<file path="config.mk">
export PLATFORM = sky130hd
export DESIGN_NAME = clk_period_meter
export DESIGN_NICKNAME = d
export VERILOG_FILES = /design/src/rtl/clk_meas_pkg.sv /design/src/rtl/sync_edge_det.sv /design/src/rtl/clk_period_meter.sv
export SDC_FILE = /design/constraint.sdc
export NUM_CORES = 1
export LEC_CHECK = 0
export BUFFER_PORTS_ARGS = -buffer_cell sky130_fd_sc_hd__buf_4
export CAP_MARGIN = 20
export CORE_UTILIZATION = 63
export CTS_BUF_LIST = sky130_fd_sc_hd__clkbuf_16
export DETAILED_ROUTE_END_ITERATION = 8
export PLACE_DENSITY = 0.84
export SETUP_SLACK_MARGIN = 0.15
export SYNTH_ARGS = -nofsm -noshare
export SYNTH_HDL_FRONTEND = slang
export SYNTH_SLANG_ARGS = --single-unit
</file>
<file path="constraint.sdc">
create_clock -name iClk -period 3.68 [get_ports iClk]
set_clock_uncertainty 0.15 [all_clocks]
set_input_delay 0.736 -clock iClk [delete_from_list [all_inputs] [get_ports iClk]]
set_output_delay 0.736 -clock iClk [all_outputs]
set_load 0.01 [all_outputs]
</file>
<file path="src/rtl/clk_meas_pkg.sv">
// clk_meas_pkg
// Shared definitions for the clock period meter:
//   meas_state_t - measurement FSM state encoding (IDLE / ARM / MEASURE)
//   SYNC_STAGES  - depth of the iSig metastability synchronizer
package clk_meas_pkg;

   typedef enum logic [1:0] {
      ST_IDLE    = 2'd0,
      ST_ARM     = 2'd1,
      ST_MEASURE = 2'd2
   } meas_state_t;

   localparam int SYNC_STAGES = 2;

endpackage : clk_meas_pkg

</file>
<file path="src/rtl/sync_edge_det.sv">
// sync_edge_det
// Brings an asynchronous level into the clk_i domain through a
// SYNC_STAGES-deep flop chain, then compares it against one history flop to
// produce single-cycle rise/fall events.
// Ports:
//   clk_i  - system clock (rising edge)
//   rst_ni - asynchronous active-low reset, clears every flop
//   sig_i  - asynchronous input level
//   rise   - one-cycle pulse after a synchronized 0->1 transition
//   fall   - one-cycle pulse after a synchronized 1->0 transition
module sync_edge_det
   import clk_meas_pkg::*;
(
   input  logic clk_i,
   input  logic rst_ni,
   input  logic sig_i,
   output logic rise,
   output logic fall
);

   logic [SYNC_STAGES-1:0] sync_q;
   logic                   prev_q;

   always_ff @(posedge clk_i or negedge rst_ni) begin
      if (!rst_ni) begin
         sync_q <= '0;
         prev_q <= 1'b0;
      end else begin
         sync_q <= {sync_q[SYNC_STAGES-2:0], sig_i};
         prev_q <= sync_q[SYNC_STAGES-1];
      end
   end

   assign rise =  sync_q[SYNC_STAGES-1] & ~prev_q;
   assign fall = ~sync_q[SYNC_STAGES-1] &  prev_q;

endmodule : sync_edge_det

</file>
<file path="src/rtl/clk_period_meter.sv">
// clk_period_meter
// Measures the period and high time of a slow, asynchronous clock-like
// signal in units of iClk cycles. Measurements run back to back: the rise
// that closes one period opens the next.
// Ports:
//   iClk     - system clock (rising edge)
//   iRst     - asynchronous active-low reset
//   iEn      - measurement enable; low aborts and parks the FSM in IDLE
//   iSig     - signal under measurement (asynchronous)
//   ovPeriod - last measured period, iClk cycles
//   ovHigh   - last measured high time, iClk cycles
//   oValid   - one-cycle pulse when ovPeriod/ovHigh update
//   oTimeout - sticky: no rise arrived before the period counter saturated
module clk_period_meter
   import clk_meas_pkg::*;
#(
   parameter int CNT_BITS = 16
) (
   input  logic                iClk,
   input  logic                iRst,
   input  logic                iEn,
   input  logic                iSig,
   output logic [CNT_BITS-1:0] ovPeriod,
   output logic [CNT_BITS-1:0] ovHigh,
   output logic                oValid,
   output logic                oTimeout
);

   localparam logic [CNT_BITS-1:0] CNT_ONE = CNT_BITS'(1);
   localparam logic [CNT_BITS-1:0] CNT_MAX = '1;

   logic rise;
   logic fall;

   sync_edge_det u_sync_edge_det (
      .clk_i  (iClk),
      .rst_ni (iRst),
      .sig_i  (iSig),
      .rise   (rise),
      .fall   (fall)
   );

   meas_state_t         state_q;
   logic [CNT_BITS-1:0] pcnt_q;
   logic [CNT_BITS-1:0] hcnt_q;
   logic [CNT_BITS-1:0] hold_high_q;
   logic                fall_seen_q;
   logic [CNT_BITS-1:0] period_q;
   logic [CNT_BITS-1:0] high_q;
   logic                valid_q;
   logic                timeout_q;

   always_ff @(posedge iClk or negedge iRst) begin
      if (!iRst) begin
         state_q     <= ST_IDLE;
         pcnt_q      <= '0;
         hcnt_q      <= '0;
         hold_high_q <= '0;
         fall_seen_q <= 1'b0;
         period_q    <= '0;
         high_q      <= '0;
         valid_q     <= 1'b0;
         timeout_q   <= 1'b0;
      end else begin
         valid_q <= 1'b0;
         if (!iEn) begin
            // Abort: partial counts are simply abandoned; ARM reloads them.
            state_q     <= ST_IDLE;
            fall_seen_q <= 1'b0;
            timeout_q   <= 1'b0;
         end else begin
            case (state_q)
               ST_IDLE: state_q <= ST_ARM;

               ST_ARM: begin
                  if (rise) begin
                     pcnt_q      <= CNT_ONE;
                     hcnt_q      <= CNT_ONE;
                     fall_seen_q <= 1'b0;
                     state_q     <= ST_MEASURE;
                  end
               end

               ST_MEASURE: begin
                  if (rise) begin
                     // A rise without a preceding fall cannot come from a
                     // clean signal: drop that period but keep measuring.
                     if (fall_seen_q) begin
                        period_q  <= pcnt_q;
                        high_q    <= hold_high_q;
                        valid_q   <= 1'b1;
                        timeout_q <= 1'b0;
                     end
                     pcnt_q      <= CNT_ONE;
                     hcnt_q      <= CNT_ONE;
                     fall_seen_q <= 1'b0;
                  end else if (pcnt_q == CNT_MAX) begin
                     // Saturate instead of wrapping; rearm for a fresh edge.
                     timeout_q <= 1'b1;
                     state_q   <= ST_ARM;
                  end else begin
                     pcnt_q <= pcnt_q + CNT_ONE;
                     if (!fall_seen_q) begin
                        if (fall) begin
                           hold_high_q <= hcnt_q;
                           fall_seen_q <= 1'b1;
                        end else begin
                           hcnt_q <= hcnt_q + CNT_ONE;
                        end
                     end
                  end
               end

               default: state_q <= ST_IDLE;
            endcase
         end
      end
   end

   assign ovPeriod = period_q;
   assign ovHigh   = high_q;
   assign oValid   = valid_q;
   assign oTimeout = timeout_q;

endmodule : clk_period_meter

</file>
## After elaboration in Yosys (flattened, before gate mapping)

Index checks and enable logic that the tools add are counted.
W data, S select, Z words.

- Add/subtract/negate cells: 2
- Multipliers: 0
- Div/mod/pow operators: 0
- Magnitude comparators: 0
- Equal/unequal tests: 15
- Shift operators: 0
- Multiplexer cells: 30
- Bitwise logic cells: 7
- Reductions and logical operators: 9

Operators with widths:

| cell | count |
|---|---|
| $mux W16 | 7 |
| $pmux W16 S2 | 2 |
| $add A16 B1 Y16 const B | 2 |
| $ne A3 B3 Y1 const B | 6 |
| $eq A16 B16 Y1 const B | 1 |
| $mux W1 | 15 |
| $reduce_and A6 Y1 | 2 |
| $reduce_and A3 Y1 | 3 |
| $mux W2 | 4 |
| $reduce_and A4 Y1 | 2 |
| $ne A3 B1 Y1 const B | 2 |
| $pmux W2 S3 | 1 |
| $not A1 Y1 | 5 |
| $ne A4 B4 Y1 const B | 1 |
| $ne A3 B2 Y1 const B | 1 |
| $and A1 B1 Y1 | 2 |
| $eq A2 B1 Y1 const B | 1 |
| $eq A2 B2 Y1 const B | 1 |
| $logic_not A2 Y1 | 1 |
| $ne A2 B1 Y1 const B | 1 |
| $ne A2 B2 Y1 const B | 1 |
| $pmux W1 S2 | 1 |
| $reduce_bool A2 Y1 | 1 |

- Bits in registers: 88
- Bits in latches: 0
- RAM bits: 0
- Memory bits (read-only): 0
- Input port bits: 4
- Output and inout port bits: 34
- Word-level logic and storage cells: 74
- Memories: 0

## Depth between registers and ports, before layout

- Word-level depth: 8
- Gate-level depth with buffers: 7
- Gate-level depth less buffers: 6

## Cells and area by module

From an unflattened synthesis, not the netlist that was laid out.

- Cells, all modules: 331
- Area, all modules: 4,021.4 µm²

By module, submodules not included:

| module | instances | cells each | area an instance (µm²) | seq. area each (µm²) |
|---|---|---|---|---|
| clk_period_meter | 1 | 326 | 3,931.3 | 2,127.0 |
| sync_edge_det | 1 | 5 | 90.1 | 75.1 |

## Worst setup path after synthesis

No wires, ideal clock.

- Kind: in2reg
- Start point: in iEn
- End point: reg hold_high_q[10]
- Library setup time: 0.125 ns
- Arrival: 2.083 ns
- Required time: 3.405 ns
- Setup slack: 1.322 ns
- Stages on the path: 5
- Buffers on the path: 2
- Path through: clkbuf_1 -> nand2_1 -> nor4_4 -> buf_6 -> mux2_2

- Longest elaborated chain between the ends: 1

Ends and longest elaborated chain:

| what | RTL line | source |
|---|---|---|
| from (decl) | clk_period_meter.sv:21 | `input logic iEn,` |
| $reduce_and A6 Y1 (no source line) | -- |  |
| to (signal assigned) | clk_period_meter.sv:105 | `hold_high_q <= hcnt_q;` |
| to (decl) | clk_period_meter.sv:46 | `logic [CNT_BITS-1:0] hold_high_q;` |

No other way between the ends.
A chain may end at the register's enable or synchronous reset.

## Worst setup path in the final report

- Start point: reg state_q[0]
- End point: reg period_q[0] (netlist: ovPeriod[0])

- Longest elaborated chain between the ends: 2

Ends and longest elaborated chain:

| what | RTL line | source |
|---|---|---|
| from (decl) | clk_period_meter.sv:43 | `meas_state_t state_q;` |
| from (signal assigned) | clk_period_meter.sv:55 | `state_q <= ST_IDLE;` |
| from (signal assigned) | clk_period_meter.sv:68 | `state_q <= ST_IDLE;` |
| from (signal assigned) | clk_period_meter.sv:73 | `ST_IDLE: state_q <= ST_ARM;` |
| $eq A2 B2 Y1 | clk_period_meter.sv:72 | `case (state_q)` |
| $reduce_and A4 Y1 (no source line) | -- |  |
| to (signal assigned) | clk_period_meter.sv:89 | `period_q <= pcnt_q;` |
| to (decl) | clk_period_meter.sv:48 | `logic [CNT_BITS-1:0] period_q;` |

No other way between the ends.

==> run_results.csv <==
group,metric,value,unit
clock_tree,cts_buffers,9,
global_route,grtUsageTotal,0.2659,
layout,finish.utilization,0.7708,
die,ios,38,
routing,num_vias,2908,
clock_tree,cts-hold-fix-buffers,0,
clock_tree,post-cts-setup-buffer-count,0,
routing,drc_errors,0,
die,start_util,0.6580,
clock_tree,cts.reportedPaths.clkPinSlew,0.06,ns
power_and_ir_drop,power_density,453.3,mW/mm^2
timing,max_freq,388.8,MHz
yosys,ys_warn_count,0,
yosys,ys_seq_area_frac,0.5619,
yosys,synth_top_cells_by_count,"dfrtp_1 (88), mux2_2 (48), o21ai_0 (43), nand2_1 (25), nor2_1 (20)",
yosys,synth_cell_type_count,41,
timing,setup_tns,0,ns
die,std_cell_rows,28,
layout,diodes,0,
yosys,netlist_instances,343,
clock_tree,htreeDepth,3,
setup_path,cp_max_fo,22,
clock_tree,clock-sinks,88,
global_route,grt_overflow,0,
yosys,yosys.area.top_type,"dfrtp_1",
routing,antenna_left,0,
clock_tree,cts_tree,"built",
layout,multi_input_area,0.001618,mm^2
routing,routed_via_density,6.294,
die,fp.dieH,80.87,um
yosys,async_reset_ff_frac,1.000,
global_route,grt_pass1_vias,2771,
yosys,ys.flop_type,"dfrtp_1",
setup_path,end_kind,"register",
placed_design,place_area,0.004245,mm^2
global_route,antenna_found_initial,0,
placed_design,place_hpwl,4865,um
timing,rsz0062_at_grt,"false",
die,die_w,80.87,um
timing,worst_pin_slew,0.7377,ns
yosys,ys_ff_latch,88,
layout,fin_area,0.004591,mm^2
die,coreArea,0.005956,mm^2
clock_tree,cts_max_path_buffers,2,
timing,slew_violations,0,
timing,hold_violations,0,
die,die_area,0.006540,mm^2
yosys,synth.most_common_cell,"dfrtp_1",
yosys,synth_area_leaders,"dfrtp_1 (56%), mux2_2 (14%), o21ai_0 (5.5%)",
routing,dr.pass1.iters,6,
clock_tree,cts-resized-gates,0,
placed_design,place_inst,444,
layout,nets,388,
setup_path,cp.required,3.75,ns
global_route,grt_pass1_wl,12980,um
setup_path,critical_path_class,"register to register",
global_route,grt_max_degree,89,
setup_path,startpoint_type,"register",
run,maxCapViolCount,0,
yosys,syn-cell-area,0.003919,mm^2
layout,fillCellCount,372,
placed_design,numPortBuffers,37,
layout,drive_gt1_frac,0.2920,
layout,fin_cells,462,
setup_path,reg2regPathDepth,5,
yosys,synth_top_area_frac,0.5619,
worst_hold_path,hold_path_class,"input port to asynchronous set/reset pin",
timing,fin_crit_sh,0.6988,
routing,drt_wl_total,7812,um
status,status,"complete, no violations",
yosys,synth_fp_nets,349,
layout,regArea,0.002202,mm^2
power_and_ir_drop,p_leak,2.175,nW
layout,area_growth_syn_to_layout,17.15,%
timing,min_period,2.572,ns
timing,slew_headroom,0.5077,
routing,post_drt_wl_per_cell,16.91,um
routing,drtIter0Drc,280,
yosys,syn_area_per_cell,11.42,um^2
placed_design,gp_congestion,0.8493,
setup_path,critPathArrivalTime,2.64,ns
timing,finalSetupViolations,0,
clock_tree,clk_latency,0.33,ns
power_and_ir_drop,ir_worst_vdd,0.3054,mV
yosys,synth-edff-count,0,
clock_tree,clock-root-buffer,"clkbuf_16",
cells in the final DEF, fill, tap and decap left out, types with 3 or more instances in the layout:
cell type  Yosys  routed
nor3_1         4       4
and3_1         6       6
nor4_1         3       3
mux2_2        48      48
a21oi_1        8       8
buf_4          2      39
a31oi_1        9       9
nand3_1       17      17
inv_1          5       6
nor2_1        20      19
o21ai_1        3       3
or3_1          3       3
nand2_1       25      25
o21ai_0       43      43
nand2b_1       4       4
dfrtp_1       88      88
clkbuf_16      0       9
o31ai_1       10      10
nand4_1        8       8
critical path, cell delays in order (launching register included):
cell     delay [ns]
dfrtp_1        0.45
nor2b_2        0.35
nand2_1        0.25
nor2_2         0.64
buf_12         0.25
mux2_2         0.35
power by group:
group | leakage [nW] | internal, mW | switching [mW] | total [mW]
registers | 1.21 | 0.998 | 0.0363 | 1.03
clock network | 0.150 | 0.588 | 0.365 | 0.954
logic | 0.813 | 0.0357 | 0.0570 | 0.0927
through the flow:
stage	power [mW]	hold WS, ns	setup slack, ns
finish	2.081	0.1127	1.108
global route	2.149	0.1253	0.9877
CTS	2.085	0.2066	1.110
detailed placement	1.135	0.1888	1.097
global placement	1.128	0.1893	1.201
floorplan	1.093	0.1812	1.322
registers in the layout, summed over array words and instances (netlist names):
| register | count |
|---|---|
| oValid | 1 |
| state_q | 2 |
| oTimeout | 1 |
| fall_seen_q | 1 |
| hold_high_q | 16 |
| ovHigh | 16 |
| hcnt_q | 16 |
| u_sync_edge_det.prev_q | 1 |
| ovPeriod | 16 |
| u_sync_edge_det.sync_q | 2 |
| pcnt_q | 16 |
worst paths after layout:
check | start | end | slack [ns]
setup reg to reg | state_q[0]$_DFFE_PN0P_ | ovPeriod[0]$_DFFE_PN0P_ | 1.11
min in group iClk | u_sync_edge_det.sync_q[0]$_DFF_PN0_ | u_sync_edge_det.sync_q[1]$_DFF_PN0_ | 0.20
setup / recovery | state_q[0]$_DFFE_PN0P_ | ovPeriod[0]$_DFFE_PN0P_ | 1.11
hold reg to reg | u_sync_edge_det.sync_q[0]$_DFF_PN0_ | u_sync_edge_det.sync_q[1]$_DFF_PN0_ | 0.20
hold / removal | iRst | state_q[0]$_DFFE_PN0P_ | 0.11
max in group asynchronous | iRst | hold_high_q[6]$_DFFE_PN0P_ | 2.65
cells by family (layout without fill, tap and decap cells):
| group | after synthesis | count (layout) | synth area share |
|---|---|---|---|
| multiplexers | 49 | 49 | 0.1405 |
| buffers and inverters | 19 | 63 | 0.02586 |
| AND/OR/NAND/NOR | 103 | 103 | 0.1434 |
| adder cells (fa/ha/maj) | 2 | 2 | 0.006385 |
| AO/OA/AOI/OAI | 82 | 82 | 0.1220 |
| flip-flops | 88 | 88 | 0.5619 |
final cells by class:
type / instances / area share
multi-input combinational: 236 / 0.3524
sequential: 88 / 0.4797
inverter: 5 / 0.004088
tap: 75 / 0.02044
timing repair buffer: 42 / 0.07522
clock inverter: 7 / 0.01908
clock buffer: 9 / 0.04906
routing by layer:
layer | track usage | vias to the layer above | part of all wire
met5 | 0 | - | 0
met2 | 0.4303 | 111 | 0.49
met3 | 0.03933 | 19 | 0.052
met4 | 0.1518 | 0 | 0.025
li1 | - | 1342 | -
met1 | 0.3432 | 1436 | 0.43
(Power assumes the default switching activity.)
